==> src/rtl/gray_pkg.sv <==
// Shared types and constants for the grayscale conversion engine.
package gray_pkg;

  typedef enum logic [2:0] {
    IDLE,
    RD_R,
    RD_G,
    RD_B,
    CAP_B,
    WRITE,
    DONE
  } state_t;

  localparam logic [1:0] CH_RED   = 2'd0;
  localparam logic [1:0] CH_GREEN = 2'd1;
  localparam logic [1:0] CH_BLUE  = 2'd2;
  localparam logic [1:0] CH_GRAY  = 2'd3;

  // BT.601-style weights scaled by 256; they sum to 256 so white maps to 255.
  localparam logic [15:0] K_R = 16'd77;
  localparam logic [15:0] K_G = 16'd150;
  localparam logic [15:0] K_B = 16'd29;

endpackage

==> src/rtl/gray_convert_engine_if.sv <==
// Control handshake and BRAM port bundle between the engine and the image store.
interface gray_convert_engine_if #(
  parameter int ADDR_W = 17
);
  logic              start;
  logic              busy;
  logic              done;
  logic [ADDR_W-1:0] bram_addr;
  logic [1:0]        bram_channel;
  logic              bram_we;
  logic [7:0]        bram_data_in;
  logic [7:0]        bram_data_out;

  modport master (
    input  start, bram_data_out,
    output busy, done, bram_addr, bram_channel, bram_we, bram_data_in
  );

  modport slave (
    output start, bram_data_out,
    input  busy, done, bram_addr, bram_channel, bram_we, bram_data_in
  );
endinterface

==> src/rtl/gray_luma.sv <==
// Combinational weighted RGB sum, truncated to the top 8 bits.
module gray_luma
  import gray_pkg::*;
(
  input  logic [7:0] r,
  input  logic [7:0] g,
  input  logic [7:0] b,
  output logic [7:0] luma
);
  logic [15:0] sum;

  // Max 255*256 = 65280, so 16 bits never overflow.
  assign sum  = K_R * {8'd0, r} + K_G * {8'd0, g} + K_B * {8'd0, b};
  assign luma = 8'(sum >> 8);
endmodule

==> src/rtl/gray_convert_engine.sv <==
// Walks every pixel, reads R/G/B from BRAM and writes luma to channel 3.
// Optional build macro GRAY_THRESHOLD_EN writes a binary 0x00/0xFF image instead.
module gray_convert_engine
  import gray_pkg::*;
#(
  parameter int PIXEL_COUNT = 76800,
  parameter int ADDR_W      = 17,
  parameter int THRESHOLD   = 128
) (
  input  logic clk,
  input  logic rst,
  gray_convert_engine_if.master bus
);
  localparam logic [ADDR_W-1:0] LAST_PIX = ADDR_W'(PIXEL_COUNT - 1);

  if (PIXEL_COUNT < 1 || PIXEL_COUNT > (1 << ADDR_W) ||
      THRESHOLD < 0 || THRESHOLD > 255) begin : g_bad_param
    $error("gray_convert_engine: illegal parameter value");
  end

  state_t            state;
  logic [ADDR_W-1:0] pix;
  logic [ADDR_W-1:0] addr_q;
  logic [1:0]        ch_q;
  logic              we_q, busy_q, done_q;
  logic [7:0]        din_q;
  logic [7:0]        r_q, g_q, b_q;
  logic [7:0]        b_src, luma, wdata;

  // B arrives in CAP_B; use it straight from the BRAM so the write data is
  // registered on the CAP_B -> WRITE edge without an extra cycle.
  assign b_src = (state == CAP_B) ? bus.bram_data_out : b_q;

  gray_luma u_luma (
    .r    (r_q),
    .g    (g_q),
    .b    (b_src),
    .luma (luma)
  );

`ifdef GRAY_THRESHOLD_EN
  assign wdata = (luma >= 8'(THRESHOLD)) ? 8'hFF : 8'h00;
`else
  assign wdata = luma;
`endif

  always_ff @(posedge clk) begin
    if (rst) begin
      state  <= IDLE;
      pix    <= '0;
      addr_q <= '0;
      ch_q   <= CH_RED;
      we_q   <= 1'b0;
      busy_q <= 1'b0;
      done_q <= 1'b0;
      din_q  <= '0;
      r_q    <= '0;
      g_q    <= '0;
      b_q    <= '0;
    end else begin
      case (state)
        IDLE: begin
          if (bus.start) begin
            state  <= RD_R;
            pix    <= '0;
            addr_q <= '0;
            ch_q   <= CH_RED;
            we_q   <= 1'b0;
            busy_q <= 1'b1;
          end
        end
        RD_R: begin
          ch_q  <= CH_GREEN;
          state <= RD_G;
        end
        RD_G: begin
          r_q   <= bus.bram_data_out;
          ch_q  <= CH_BLUE;
          state <= RD_B;
        end
        RD_B: begin
          g_q   <= bus.bram_data_out;
          state <= CAP_B;
        end
        CAP_B: begin
          b_q   <= bus.bram_data_out;
          ch_q  <= CH_GRAY;
          we_q  <= 1'b1;
          din_q <= wdata;
          state <= WRITE;
        end
        WRITE: begin
          we_q <= 1'b0;
          if (pix == LAST_PIX) begin
            busy_q <= 1'b0;
            done_q <= 1'b1;
            state  <= DONE;
          end else begin
            pix    <= pix + 1'b1;
            addr_q <= pix + 1'b1;
            ch_q   <= CH_RED;
            state  <= RD_R;
          end
        end
        DONE: begin
          done_q <= 1'b0;
          state  <= IDLE;
        end
        default: state <= IDLE;
      endcase
    end
  end

  assign bus.busy         = busy_q;
  assign bus.done         = done_q;
  assign bus.bram_addr    = addr_q;
  assign bus.bram_channel = ch_q;
  assign bus.bram_we      = we_q;
  assign bus.bram_data_in = din_q;
endmodule

==> src/flat_wrapper.sv <==
// flat-port wrapper written by rule: the top's interface ports become plain ports
module gray_convert_engine_flat import gray_pkg::*;
#(
  parameter int PIXEL_COUNT = 76800,
  parameter int ADDR_W      = 17,
  parameter int THRESHOLD   = 128
)
  (clk, rst, bus_start, bus_bram_data_out, bus_busy, bus_done, bus_bram_addr, bus_bram_channel, bus_bram_we, bus_bram_data_in);
  gray_convert_engine_if #(.ADDR_W(ADDR_W)) bus_i ();
  input  logic clk;
  input  logic rst;
  input wire logic [$bits(bus_i.start)-1:0] bus_start;
  input wire logic [$bits(bus_i.bram_data_out)-1:0] bus_bram_data_out;
  output wire logic [$bits(bus_i.busy)-1:0] bus_busy;
  output wire logic [$bits(bus_i.done)-1:0] bus_done;
  output wire logic [$bits(bus_i.bram_addr)-1:0] bus_bram_addr;
  output wire logic [$bits(bus_i.bram_channel)-1:0] bus_bram_channel;
  output wire logic [$bits(bus_i.bram_we)-1:0] bus_bram_we;
  output wire logic [$bits(bus_i.bram_data_in)-1:0] bus_bram_data_in;
  assign bus_i.start = bus_start;
  assign bus_i.bram_data_out = bus_bram_data_out;
  assign bus_busy = bus_i.busy;
  assign bus_done = bus_i.done;
  assign bus_bram_addr = bus_i.bram_addr;
  assign bus_bram_channel = bus_i.bram_channel;
  assign bus_bram_we = bus_i.bram_we;
  assign bus_bram_data_in = bus_i.bram_data_in;
  gray_convert_engine #(.PIXEL_COUNT(PIXEL_COUNT), .ADDR_W(ADDR_W), .THRESHOLD(THRESHOLD)) u_core (.clk(clk), .rst(rst), .bus(bus_i));
endmodule
==> config.mk <==
export PLATFORM = sky130hd
export DESIGN_NAME = gray_convert_engine_flat
export DESIGN_NICKNAME = d
export VERILOG_FILES = /design/src/rtl/gray_pkg.sv /design/src/rtl/gray_convert_engine_if.sv /design/src/rtl/gray_luma.sv /design/src/rtl/gray_convert_engine.sv /design/src/flat_wrapper.sv
export SDC_FILE = /design/constraint.sdc
export NUM_CORES = 1
export LEC_CHECK = 0
export ABC_CLOCK_PERIOD_IN_PS = 6800
export CAP_MARGIN = 30
export CORE_ASPECT_RATIO = 1.75
export CORE_MARGIN = 4
export CORE_UTILIZATION = 55
export CTS_CLUSTER_DIAMETER = 150
export DETAILED_ROUTE_END_ITERATION = 12
export GPL_TIMING_DRIVEN = 0
export PLACE_DENSITY = 0.86
export SLEW_MARGIN = 25
export SYNTH_ARGS = -nofsm -noshare
export SYNTH_HDL_FRONTEND = slang
export SYNTH_HIERARCHICAL = 1
export SYNTH_SLANG_ARGS = --single-unit
==> constraint.sdc <==
create_clock -name clk -period 6.8 [get_ports clk]
set_clock_uncertainty 0.05 [all_clocks]
set_input_delay 0.68 -clock clk [delete_from_list [all_inputs] [get_ports clk]]
set_output_delay 0.68 -clock clk [all_outputs]
set_load 0.005 [all_outputs]
==> results.toml <==
[run]
maxCapViolations = 0

[die]
io_pins = 41
coreArea_um2 = 9590
start_util_pct = 57.0
rows = 47
die_w_um = 83.3
die-area_um2 = 11600
fp.dieH_um = 140

[final_layout]
seqCellArea_um2 = 1150
n_fill_cell = 711
postLayoutCoreUtil_pct = 66.3
num_antenna_cells = 0
syn_to_final_growth_pct = 16.4
stdcell_count = 767
multiInputGateArea_um2 = 3930
layout.nets = 791
final_layout_size_suffix_gt1_share_pct = 8.06

[critical_path]
cpPeakStageDelay_ns = 0.55
arrival_ns = 6.70
crit_path_frequent_cell = "fa_1"
critPathMaxFanout = 5
crit_type = "reg -> reg"
crit_path_end_kind = "register"
worstPathRequired_ns = 7.00
slowest_stage = "fa_1"
start_kind = "register"

[route]
via_count = 4414
drtIter0Drc = 220
ant_nets = 0
route.detailed.drc = 0
firstDrtPassIters = 5
routed_wl_mm = 13.3
routedWlPerCell_um = 17.4
via_per_inst = 5.75

[timing]
slew_headroom_pct = 54.5
fmax_ghz = 0.154
period_needed_ns = 6.50
timing.setup.tns_ns = 0
fin_ws_ns = 0.301
worst_pin_slew_ns = 0.683
final_hold_viol_count = 0
rsz0062_at_grt = "false"
finalMaxSlewViolations = 0
period_share_pct = 95.6
setup_viol = 0

[cts]
clk_path_buf_depth = 2
holdBufCountCts = 0
cts_tree = "yes"
numCtsBuffers = 9
clock_sinks = 57
clkLatencyLatePin_ns = 0.33
clk_pin_slew_ns = 0.05
clockRootBuffer = "clkbuf_16"
htreeDepth = 3

[pwr]
totalPowerFinal_mw = 1.13
p_comb_share_pct = 27.5
clkPwrFrac_pct = 40.3
power.density_nw_per_um2 = 178
netSwitchingFraction_pct = 31.0
switching_power_mw = 0.350
seqPwrFrac_pct = 32.1
leakage_nw = 3.22
p_int_mw = 0.779
worst_ir_drop_vdd_mv = 0.200

[global_routing]
grt_pass1_wl_mm = 22.5
grt_max_degree = 11
antenna_found_initial = 0
grt_use_total_pct = 24.1
grt_pass1_vias = 4840
grt_overflow_total = 0

[yosys]
ys_seq_area_share_pct = 20.9
ys_top_cells_by_area = "dfxtp_1 21%, fa_1 20%, ha_1 19%"
ys_types = 58
yosys.area.top_type_share_pct = 20.9
syn_inst = 590
syn-num-nets = 741
ys_seq_elements = 57
avgSynthCellArea_um2 = 9.25
synth.cell_area_um2 = 5460
netlist_top_cells_count = "93 x inv_1, 85 x ha_1, 57 x dfxtp_1"
synth.most_common_cell = "inv_1"
ys_async_sr_fraction_pct = 0
synth_ff_type = "dfxtp_1"
yosysTopAreaCell = "dfxtp_1"
synth_edf_count = 0
yosys_warnings = 6

[placement]
place_ws_ns = 0.171
dpl.hpwl_mm = 10.3
place.gp.congestion = 0.913
port_buffers = 39
dp.cells = 751

[worst_hold_path]
min_path_type = "reg -> reg"

[run_status]
status = "completed"
==> worst paths after layout <==
| kind | from | slack, ns | end | cells after the start |
|---|---|---|---|---|
| max | u_core/g_q[3]$_SDFFE_PP0N_ | 0.30 | u_core/bus.bram_data_in[5]$_SDFFE_PP0P_ | 25 |
| min reg2reg | u_core/b_q[4]$_SDFF_PP0_ | 0.41 | u_core/b_q[4]$_SDFF_PP0_ | 2 |
| min | u_core/b_q[4]$_SDFF_PP0_ | 0.41 | u_core/b_q[4]$_SDFF_PP0_ | 2 |
| max reg2reg | u_core/g_q[3]$_SDFFE_PP0N_ | 0.30 | u_core/bus.bram_data_in[5]$_SDFFE_PP0P_ | 25 |
==> cells in the final DEF (no fill, tap or decap), types with 5 or more instances in the layout <==
master	n
clkbuf_16	9
o21ai_0	10
ha_1	83
buf_2	7
clkdlybuf4s50_1	39
o211ai_1	5
dfxtp_1	53
nand4_1	6
nor3_1	5
a21o_1	6
a21oi_1	37
nand2_1	55
inv_1	93
fa_1	55
xnor2_1	9
nand3_1	9
clkbuf_1	8
xor2_1	15
nor2_1	40
mux2i_1	16
==> per-layer routing <==
layer / up-vias / GRT usage (%) / share of wire (%)
met4: 0 / 15.2 / 6.1
met3: 60 / 5.20 / 3.9
met2: 151 / 44.4 / 55
li1: 2073 / - / -
met1: 2130 / 23.9 / 35
met5: - / 0 / 0
==> power groups by stage <==
stage / clock network (mW) / logic [mW] / registers [mW]
floorplan: 0 / 0.225 / 0.364
global route: 0.485 / 0.355 / 0.364
global placement: 0 / 0.282 / 0.368
detailed placement: 0 / 0.301 / 0.369
finish: 0.455 / 0.311 / 0.363
CTS: 0.465 / 0.306 / 0.363
==> sequential cells by signal, summed over array words and instances (netlist names) <==
| signal | cells |
|---|---|
| u_core/b_q | 8 |
| u_core/bus.bram_addr | 17 |
| u_core/bus.bram_channel | 2 |
| u_core/bus.bram_data_in | 8 |
| u_core/bus.bram_we | 1 |
| u_core/bus.busy | 1 |
| u_core/bus.done | 1 |
| u_core/g_q | 8 |
| u_core/r_q | 8 |
| u_core/state | 3 |
==> critical path, delay by kind of cell (launching register included) <==
family | cells | cell delay, ns
adder cells (fa/ha/maj) | 10 | 3.80
flip-flops | 1 | 0.36
AND/OR/NAND/NOR | 4 | 0.71
XOR/XNOR | 2 | 0.28
AO/OA/AOI/OAI | 5 | 1.01
buffers and inverters | 4 | 0.23
==> final cells by class <==
class                           instances  area share (%)
Buffer                                 16            1.20
Clock buffer                           11            3.98
Clock inverter                          5           0.847
Inverter                               93            5.49
Multi-Input combinational cell        424            61.9
Sequential cell                        57            18.1
Tap cell                              122            2.40
Timing Repair Buffer                   39            6.14
==> stage by stage <==
stage	hold slack (ns)	area [um2]
floorplan	0.394	5460
global placement	0.398	6000
detailed placement	0.402	6000
CTS	0.412	6310
global route	0.435	6350
finish	0.414	6350
==> kinds of logic (layout without fill, tap and decap cells) <==
| kind of cell | after synthesis | count (layout) | share of synthesized area, % |
|---|---|---|---|
| muxes | 16 | 16 | 2.93 |
| xor gates and xnor gates | 25 | 25 | 4.01 |
| buffers and inverters | 109 | 164 | 7.79 |
| DFF | 57 | 57 | 20.9 |
| and+or+nand+nor | 148 | 148 | 13.1 |
| AOI/OAI and AO/OA | 95 | 95 | 11.6 |
| adders and majority gates | 140 | 140 | 39.6 |
==> repair_timing <==
item,in CTS,in global routing
endpoints found under the setup margin,0,5
setup buffers,0,0
resized for setup,0,10
(Power assumes the default switching activity.)
